`config.mk`:
```
export PLATFORM = sky130hd
export DESIGN_NAME = mem_port_arbiter
export DESIGN_NICKNAME = d
export VERILOG_FILES = /design/src/rtl/mem_port_arbiter_pkg.sv /design/src/rtl/mem_arb_rr2.sv /design/src/rtl/mem_port_arbiter.sv
export SDC_FILE = /design/constraint.sdc
export NUM_CORES = 1
export LEC_CHECK = 0
export CORE_MARGIN = 2
export CORE_UTILIZATION = 35
export CTS_CLUSTER_SIZE = 28
export DETAILED_ROUTE_END_ITERATION = 7
export MAX_ROUTING_LAYER = met4
export PLACE_DENSITY = 0.79
export SYNTH_ARGS = -nofsm -noshare
export SYNTH_HDL_FRONTEND = slang
export SYNTH_HIERARCHICAL = 1
export SYNTH_SLANG_ARGS = --single-unit
```
`constraint.sdc`:
```
create_clock -name CLK -period 2.56 [get_ports CLK]
set_input_delay 0.512 -clock CLK [delete_from_list [all_inputs] [get_ports CLK]]
set_output_delay 0.512 -clock CLK [all_outputs]
set_load 0.02 [all_outputs]
```
`src/rtl/mem_port_arbiter_pkg.sv`:
```
// Shared definitions for the instruction/data memory port arbiter:
// FSM state encoding, d_size encodings, grant encoding and the default
// refill burst length.
package mem_port_arbiter_pkg;

    localparam int unsigned LINE_WORDS_DEF = 8;

    // d_size / mem_size encodings
    localparam logic [1:0] SIZE_WORD = 2'd0;
    localparam logic [1:0] SIZE_BYTE = 2'd1;
    localparam logic [1:0] SIZE_HALF = 2'd2;
    localparam logic [1:0] SIZE_TRI  = 2'd3;

    // Grant / last_grant encoding
    localparam logic GNT_I = 1'b0;
    localparam logic GNT_D = 1'b1;

    typedef enum logic [2:0] {
        IDLE,
        I_RD,
        D_RD,
        D_WR,
        RESP
    } state_t;

endpackage

```
`src/rtl/mem_arb_rr2.sv`:
```
// Two-way round-robin grant between the instruction and data requesters.
// Ports:
//   i_req, d_req : pending requests
//   last_grant   : requester granted most recently (GNT_I / GNT_D)
//   grant        : selected requester; only meaningful when a request exists
module mem_arb_rr2
    import mem_port_arbiter_pkg::*;
(
    input  logic i_req,
    input  logic d_req,
    input  logic last_grant,
    output logic grant
);

    always_comb begin
        grant = GNT_I;
        if (i_req && d_req) begin
            // conflict: the side not served last time wins
            grant = ~last_grant;
        end else if (d_req) begin
            grant = GNT_D;
        end
    end

endmodule

```
`src/rtl/mem_port_arbiter.sv`:
```
// Arbitrates a single memory port between an instruction-refill requester
// and a data requester (line refills and single stores).
// Ports:
//   CLK, RESET             : clock, asynchronous active-high reset
//   i_req/i_addr           : I-side line refill request and address
//   i_rdata/i_rvalid/i_done: I-side returned beats and burst completion
//   d_req/d_we/d_addr/d_wdata/d_size : D-side request (store or refill)
//   d_rdata/d_rvalid/d_done: D-side returned beats / completion
//   mem_*                  : shared memory port, one beat per mem_ack
//   busy                   : high whenever the arbiter is not idle
module mem_port_arbiter
    import mem_port_arbiter_pkg::*;
#(
    parameter int unsigned LINE_WORDS = LINE_WORDS_DEF
) (
    input  logic        CLK,
    input  logic        RESET,
    input  logic        i_req,
    input  logic [31:0] i_addr,
    output logic [31:0] i_rdata,
    output logic        i_rvalid,
    output logic        i_done,
    input  logic        d_req,
    input  logic        d_we,
    input  logic [31:0] d_addr,
    input  logic [31:0] d_wdata,
    input  logic [1:0]  d_size,
    output logic [31:0] d_rdata,
    output logic        d_rvalid,
    output logic        d_done,
    output logic        mem_req,
    output logic        mem_we,
    output logic [31:0] mem_addr,
    output logic [31:0] mem_wdata,
    output logic [1:0]  mem_size,
    input  logic [31:0] mem_rdata,
    input  logic        mem_ack,
    output logic        busy
);

    localparam int unsigned BW = $clog2(LINE_WORDS);
    localparam logic [BW-1:0] LAST_BEAT = BW'(LINE_WORDS - 1);

    state_t         state;
    logic [BW-1:0]  beat;
    logic           last_grant;
    logic           grant;
    logic [31:0]    lat_addr;
    logic           lat_we;
    logic [31:0]    lat_wdata;
    logic [1:0]     lat_size;
    logic           mem_req_q;
    logic           busy_q;

    mem_arb_rr2 u_rr (
        .i_req      (i_req),
        .d_req      (d_req),
        .last_grant (last_grant),
        .grant      (grant)
    );

    // mem_req and busy are registered alongside the state, so each branch
    // sets them to the value that matches the state being entered.
    always_ff @(posedge CLK or posedge RESET) begin
        if (RESET) begin
            state      <= IDLE;
            beat       <= '0;
            last_grant <= GNT_I;
            lat_addr   <= '0;
            lat_we     <= 1'b0;
            lat_wdata  <= '0;
            lat_size   <= '0;
            mem_req_q  <= 1'b0;
            busy_q     <= 1'b0;
        end else begin
            case (state)
                IDLE: begin
                    if (i_req || d_req) begin
                        last_grant <= grant;
                        beat       <= '0;
                        mem_req_q  <= 1'b1;
                        busy_q     <= 1'b1;
                        if (grant == GNT_D) begin
                            lat_addr  <= d_addr;
                            lat_we    <= d_we;
                            lat_wdata <= d_wdata;
                            lat_size  <= d_size;
                            state     <= d_we ? D_WR : D_RD;
                        end else begin
                            lat_addr  <= i_addr;
                            lat_we    <= 1'b0;
                            lat_size  <= SIZE_WORD;
                            state     <= I_RD;
                        end
                    end
                end
                I_RD, D_RD: begin
                    if (mem_ack) begin
                        if (beat == LAST_BEAT) begin
                            beat      <= '0;
                            state     <= RESP;
                            mem_req_q <= 1'b0;
                        end else begin
                            beat <= beat + 1'b1;
                        end
                    end
                end
                D_WR: begin
                    if (mem_ack) begin
                        state     <= RESP;
                        mem_req_q <= 1'b0;
                    end
                end
                RESP: begin
                    state  <= IDLE;
                    busy_q <= 1'b0;
                end
                default: begin
                    state     <= IDLE;
                    mem_req_q <= 1'b0;
                    busy_q    <= 1'b0;
                end
            endcase
        end
    end

    logic rd_state;
    logic final_ack;

    assign rd_state  = (state == I_RD) || (state == D_RD);
    assign final_ack = mem_ack && (beat == LAST_BEAT);

    always_comb begin
        mem_addr  = '0;
        mem_wdata = '0;
        mem_size  = SIZE_WORD;
        mem_we    = 1'b0;
        i_rdata   = '0;
        i_rvalid  = 1'b0;
        i_done    = 1'b0;
        d_rdata   = '0;
        d_rvalid  = 1'b0;
        d_done    = 1'b0;
        if (rd_state) begin
            // line-aligned base with the beat index in the word field
            mem_addr = {lat_addr[31:BW+2], beat, 2'b00};
        end
        case (state)
            I_RD: begin
                i_rdata  = mem_rdata;
                i_rvalid = mem_ack;
                i_done   = final_ack;
            end
            D_RD: begin
                d_rdata  = mem_rdata;
                d_rvalid = mem_ack;
                d_done   = final_ack;
            end
            D_WR: begin
                mem_we    = lat_we;
                mem_addr  = lat_addr;
                mem_wdata = lat_wdata;
                mem_size  = lat_size;
                d_done    = mem_ack;
            end
            default: ;
        endcase
    end

    assign mem_req = mem_req_q;
    assign busy    = busy_q;

endmodule

```
# Word level (Yosys, flattened, before mapping)
# Index checks and enable logic that the tools add are counted.
[classes]
add_sub_neg = 1
eq_ne = 9
n_mux = 33
n_bitwise = 3
n_reduce_logical = 14
[ops]
columns = ["op", "count"]
rows = [
  ["$mux W32", 6],
  ["$mux W3", 7],
  ["$mux W1", 12],
  ["$pmux W3 S3", 1],
  ["$ne A2 B2 Y1 const B", 4],
  ["$eq A3 B2 Y1 const B", 2],
  ["$eq A3 B3 Y1 const B", 2],
  ["$mux W2", 3],
  ["$pmux W3 S2", 1],
  ["$reduce_and A3 Y1", 2],
  ["$reduce_and A5 Y1", 1],
  ["$pmux W1 S2", 2],
  ["$pmux W1 S4", 1],
  ["$reduce_and A2 Y1", 2],
  ["$reduce_and A4 Y1", 1],
  ["$add A3 B1 Y3 const B", 1],
  ["$eq A3 B1 Y1 const B", 1],
  ["$logic_not A3 Y1", 1],
  ["$not A1 Y1", 3],
  ["$reduce_or A3 Y1", 1],
  ["$logic_and A1 B1 Y1", 2],
  ["$logic_or A1 B1 Y1", 2],
  ["$reduce_bool A2 Y1", 1],
  ["$reduce_or A2 Y1", 1],
]
[word_totals]
ff_bits = 76
in_bits = 136
output_inout_bits = 137

# Logic depth before layout (Yosys ltp)
[depth]
depth_word = 5
depth_mapped = 6
mapped_depth_nobuf = 5

# By module
# The synthesis kept the hierarchy.
[by_module_without_submodules]
columns = ["module", "instances", "cells_each", "area_per_inst_um2", "seq_area_each_um2"]
rows = [
  ["mem_port_arbiter", 1, 397, 4559.4, 1901.8],
  ["mem_arb_rr2", 1, 1, 11.3, 0.0],
]

# Worst setup path after synthesis
# OpenSTA, ideal clock, no wires.
[synth_path]
kind = "flip-flop to output port"
startpoint = "register state[2]"
endpoint = "output port mem_addr[0]"
arrival_ns = 1.302
t_required_ns = 2.048
path_slack_ns = 0.746
stages_incl_launch_ff = 7
path_buffers = 3
cell_sequence = "dfrtp_1 buf_6 inv_2 and3_1 buf_2 clkbuf_1 and2_1"
[synth_between]
elab_chain_cells = 2
[synth_rtl]
columns = ["element", "line_no", "text"]
rows = [
  ["start, declared", "mem_port_arbiter.sv:44", "state_t state;"],
  ["start signal, assigned", "mem_port_arbiter.sv:88", "state <= d_we ? D_WR : D_RD;"],
  ["$eq A3 B2 Y1", "mem_port_arbiter.sv:148", "case (state)"],
  ["$mux W32", "mem_port_arbiter.sv:148", ""],
  ["end, declared", "mem_port_arbiter.sv:33", "output logic [31:0] mem_addr,"],
]
# Every way passes these cells.

# Worst setup path in the final report
[layout_path]
startpoint = "register state[2]"
endpoint = "output port mem_wdata[0]"
[layout_between]
elab_chain_cells = 2
[layout_rtl]
columns = ["element", "line_no", "text"]
rows = [
  ["$eq A3 B2 Y1", "mem_port_arbiter.sv:148", ""],
  ["$mux W32", "mem_port_arbiter.sv:148", ""],
  ["end, declared", "mem_port_arbiter.sv:34", "output logic [31:0] mem_wdata,"],
]
# Every way passes these cells.

==> flow_metrics.py <==
metrics = {
    "cells_and_area": {
        "syn_to_final_growth_pct": 71.0,
        "multi_input_area_um2": 2470,
        "fin_nets": 806,
        "layout-drive-gt1-share_pct": 21.0,
        "nFillCells": 1070,
        "ff_latch_area_um2": 1910,
        "final_core_util_pct": 61.7,
        "final_cell_area_um2": 7820,
        "antenna_cells": 0,
    },
    "pwr": {
        "finalPower_uw": 8310,
        "p_int_uw": 5130,
        "sw_frac_of_total_pct": 38.3,
        "vdd_drop_max_v": 0.000505,
        "combPwrFrac_pct": 57.6,
        "power.switching_uw": 3180,
        "p_per_area_nw_per_um2": 1060,
        "pwr-share-clk_pct": 16.3,
        "seq_power_share_pct": 26.1,
        "p_leak_uw": 0.00425,
    },
    "placed_design": {
        "dp_slack_ns": 0.192,
        "dpl_cell_area_um2": 7520,
        "hpwl_mm": 10.9,
        "port_buffers": 272,
        "globalplace.congestion": 0.830,
    },
    "critical_path": {
        "cp_max_fo": 37,
        "critPathCaptureType": "primary output",
        "r2r_end": "lat_size[0]",
        "crit_type": "reg -> out",
        "cp.arrival_ns": 1.86,
        "reg2reg_from": "state[0]",
        "setup.worst_path.start_class": "flip-flop",
        "rr_worst_depth": 6,
        "timing.reg2reg.setup_slack_ns": 0.69,
        "cp_data_required_time_ns": 2.05,
    },
    "synthesis": {
        "synth_edf_count": 0,
        "seq_area_frac_synth_pct": 41.6,
        "synthCells": 398,
        "yosysTopAreaCellShare_pct": 41.6,
        "synthTopCellsByCount": "and2_1 (130), dfrtp_1 (76), mux2_2 (65)",
        "synthFlopType": "dfrtp_1",
        "synth.largest_area_cell": "dfrtp_1",
        "yosysMostFrequentCell": "and2_1",
        "syn_avg_cell_area_um2": 11.5,
        "yosysWarnings": 6,
        "syn_nets": 536,
        "synth-seq-cells": 76,
        "synth_area_um2": 4570,
        "async_flop_share_pct": 100,
        "synth_area_leaders": "dfrtp_1 (42%), and2_1 (18%), mux2_2 (16%), mux2_4 (9.5%), buf_6 (2.2%)",
        "synth_cell_types": 33,
    },
    "drt": {
        "routed_wl_mm": 14.0,
        "dr.pass1.iters": 4,
        "ant_nets": 0,
        "drt-initial-drc-count": 146,
        "drc": 0,
        "vias_per_cell": 4.61,
        "wl_per_cell_um": 16.5,
        "num_vias": 3897,
    },
    "die": {
        "die_w_um": 118,
        "row_count": 41,
        "die_h_um": 118,
        "core_region_area_um2": 12700,
        "die-area_um2": 14000,
        "initial_core_util_pct": 36.1,
        "io_pins": 273,
    },
    "grt": {
        "grt_usage_pct": 20.5,
        "grt_pass1_vias": 4203,
        "antenna_found_initial": 0,
        "grt_overflow": 0,
        "grt_pass1_wl_mm": 22.1,
        "grt_max_degree": 41,
    },
    "sta": {
        "slew_viol_final": 0,
        "worst_slew_pin_slew_ns": 0.401,
        "fin_ws_ns": 0.193,
        "fin_crit_sh_pct": 92.5,
        "grt_setup_unrepaired": "no",
        "fin_crit_ns": 2.37,
        "skew_ns": 0.00761,
        "holdWs_ns": 0.480,
        "relSlewSlack_pct": 73.2,
        "finalSetupViolations": 0,
        "finalHoldViolCount": 0,
        "fmax_mhz": 422,
    },
    "outcome": {
        "status": "finished, final reports clean",
    },
    "clock_network": {
        "insertion_delay_ns": 0.33,
        "cts_tree": "yes",
        "cts-root-buf": "clkbuf_16",
        "cts_made_buffers": 9,
        "cts.sink_count": 76,
        "clkTransAtPathRegs_ns": 0.06,
        "cts_setup_buffers": 0,
        "clk_path_buf_depth": 2,
        "holdBufCountCts": 0,
        "htree_levels": 3,
    },
    "job": {
        "cap_violations": 0,
    },
    "worst_hold_path": {
        "hold_class": "in -> async",
    },
}
## layout make-up
cell class,instances,share of cell area [%]
Timing Repair Buffer,287,36.7
Clock inverter,6,1.12
Sequential cell,76,24.4
Clock buffer,10,3.06
Multi-Input combinational cell,286,31.6
Inverter,8,0.400
Tap cell,172,2.75
## cell families (layout without fill, tap and decap cells)
| family | count (synthesis) | count (layout) | synth area share, % |
|---|---|---|---|
| compound gates | 22 | 22 | 3.59 |
| xor+xnor | 1 | 1 | 0.192 |
| fa+ha+maj | 2 | 2 | 0.547 |
| buf+inv | 36 | 311 | 4.63 |
| flops | 76 | 76 | 41.6 |
| mux | 102 | 102 | 27.3 |
| simple gates | 159 | 159 | 22.1 |
## worst max path at each step
stage	from	end	slack, ns	cells past startpoint
finish	state[2]	mem_wdata[0]	0.19	5
global route	state[2]	mem_wdata[19]	0.11	5
CTS	state[2]	d_rdata[7]	-0.007	4
detailed placement	state[0]	mem_addr[18]	0.19	6
global placement	mem_rdata[17]	d_rdata[17]	0.25	3
floorplan	RESET	beat[0]	0.11	1
## cells in the final DEF (no fill, tap or decap), drive strengths merged, types with 4 or more instances in the layout
cell type      Yosys  routed
buf               16      17
clkdlybuf4s50      0     137
inv                8       7
dlygate4sd2        0     100
clkbuf            12      10
clkinv             0       5
o21ai              5       5
and3               5       5
mux2              94      94
nor2               4       4
a21oi             10      10
nand2              8       8
dlymetal6s2s       0      33
and2             131     131
mux2i              8       8
dfrtp             76      76
## routing by layer
metal | global-route usage (%) | up-vias | part of all wire (%)
li1 | - | 1863 | -
met1 | 22.0 | 1844 | 38
met2 | 36.9 | 172 | 53
met3 | 4.44 | 18 | 7.1
met4 | 7.68 | 0 | 1.9
met5 | - | - | 0
## registers in the layout, summed over array words and instances (netlist names)
register / cells
lat_size: 2
lat_we: 1
mem_req: 1
beat: 3
busy: 1
lat_wdata: 32
lat_addr: 32
last_grant: 1
state: 3
## power by group through the flow
stage               Sequential, µW  Clock, µW  Combinational [µW]
floorplan                     2030          0                3240
global placement              2140          0                5160
detailed placement            2180          0                5250
CTS                           2170       1390                4870
global route                  2250       1460                5120
finish                        2170       1360                4790
## worst max-delay path: stages (launching register included)
cell	delay [ns]
dfrtp_2	0.50
inv_2	0.13
and3_1	0.21
buf_12	0.17
and2_1	0.15
dlygate4sd2_1	0.35
## timing repair
action | in CTS | in global routing
hold endpoints to repair | 0 | 0
resized for setup | 105 | 33
endpoints found under the setup margin | 133 | 33
pin swaps | 1 | 0
## stage by stage
step | TNS [ns] | cells
5_1_grt | 0 | 845
2_1_floorplan | 0 | 398
6_report | 0 | 845
4_1_cts | -0.0241 | 845
3_3_place_gp | 0 | 829
3_5_place_dp | 0 | 829
No activity file was read; power rests on OpenSTA's default activity.
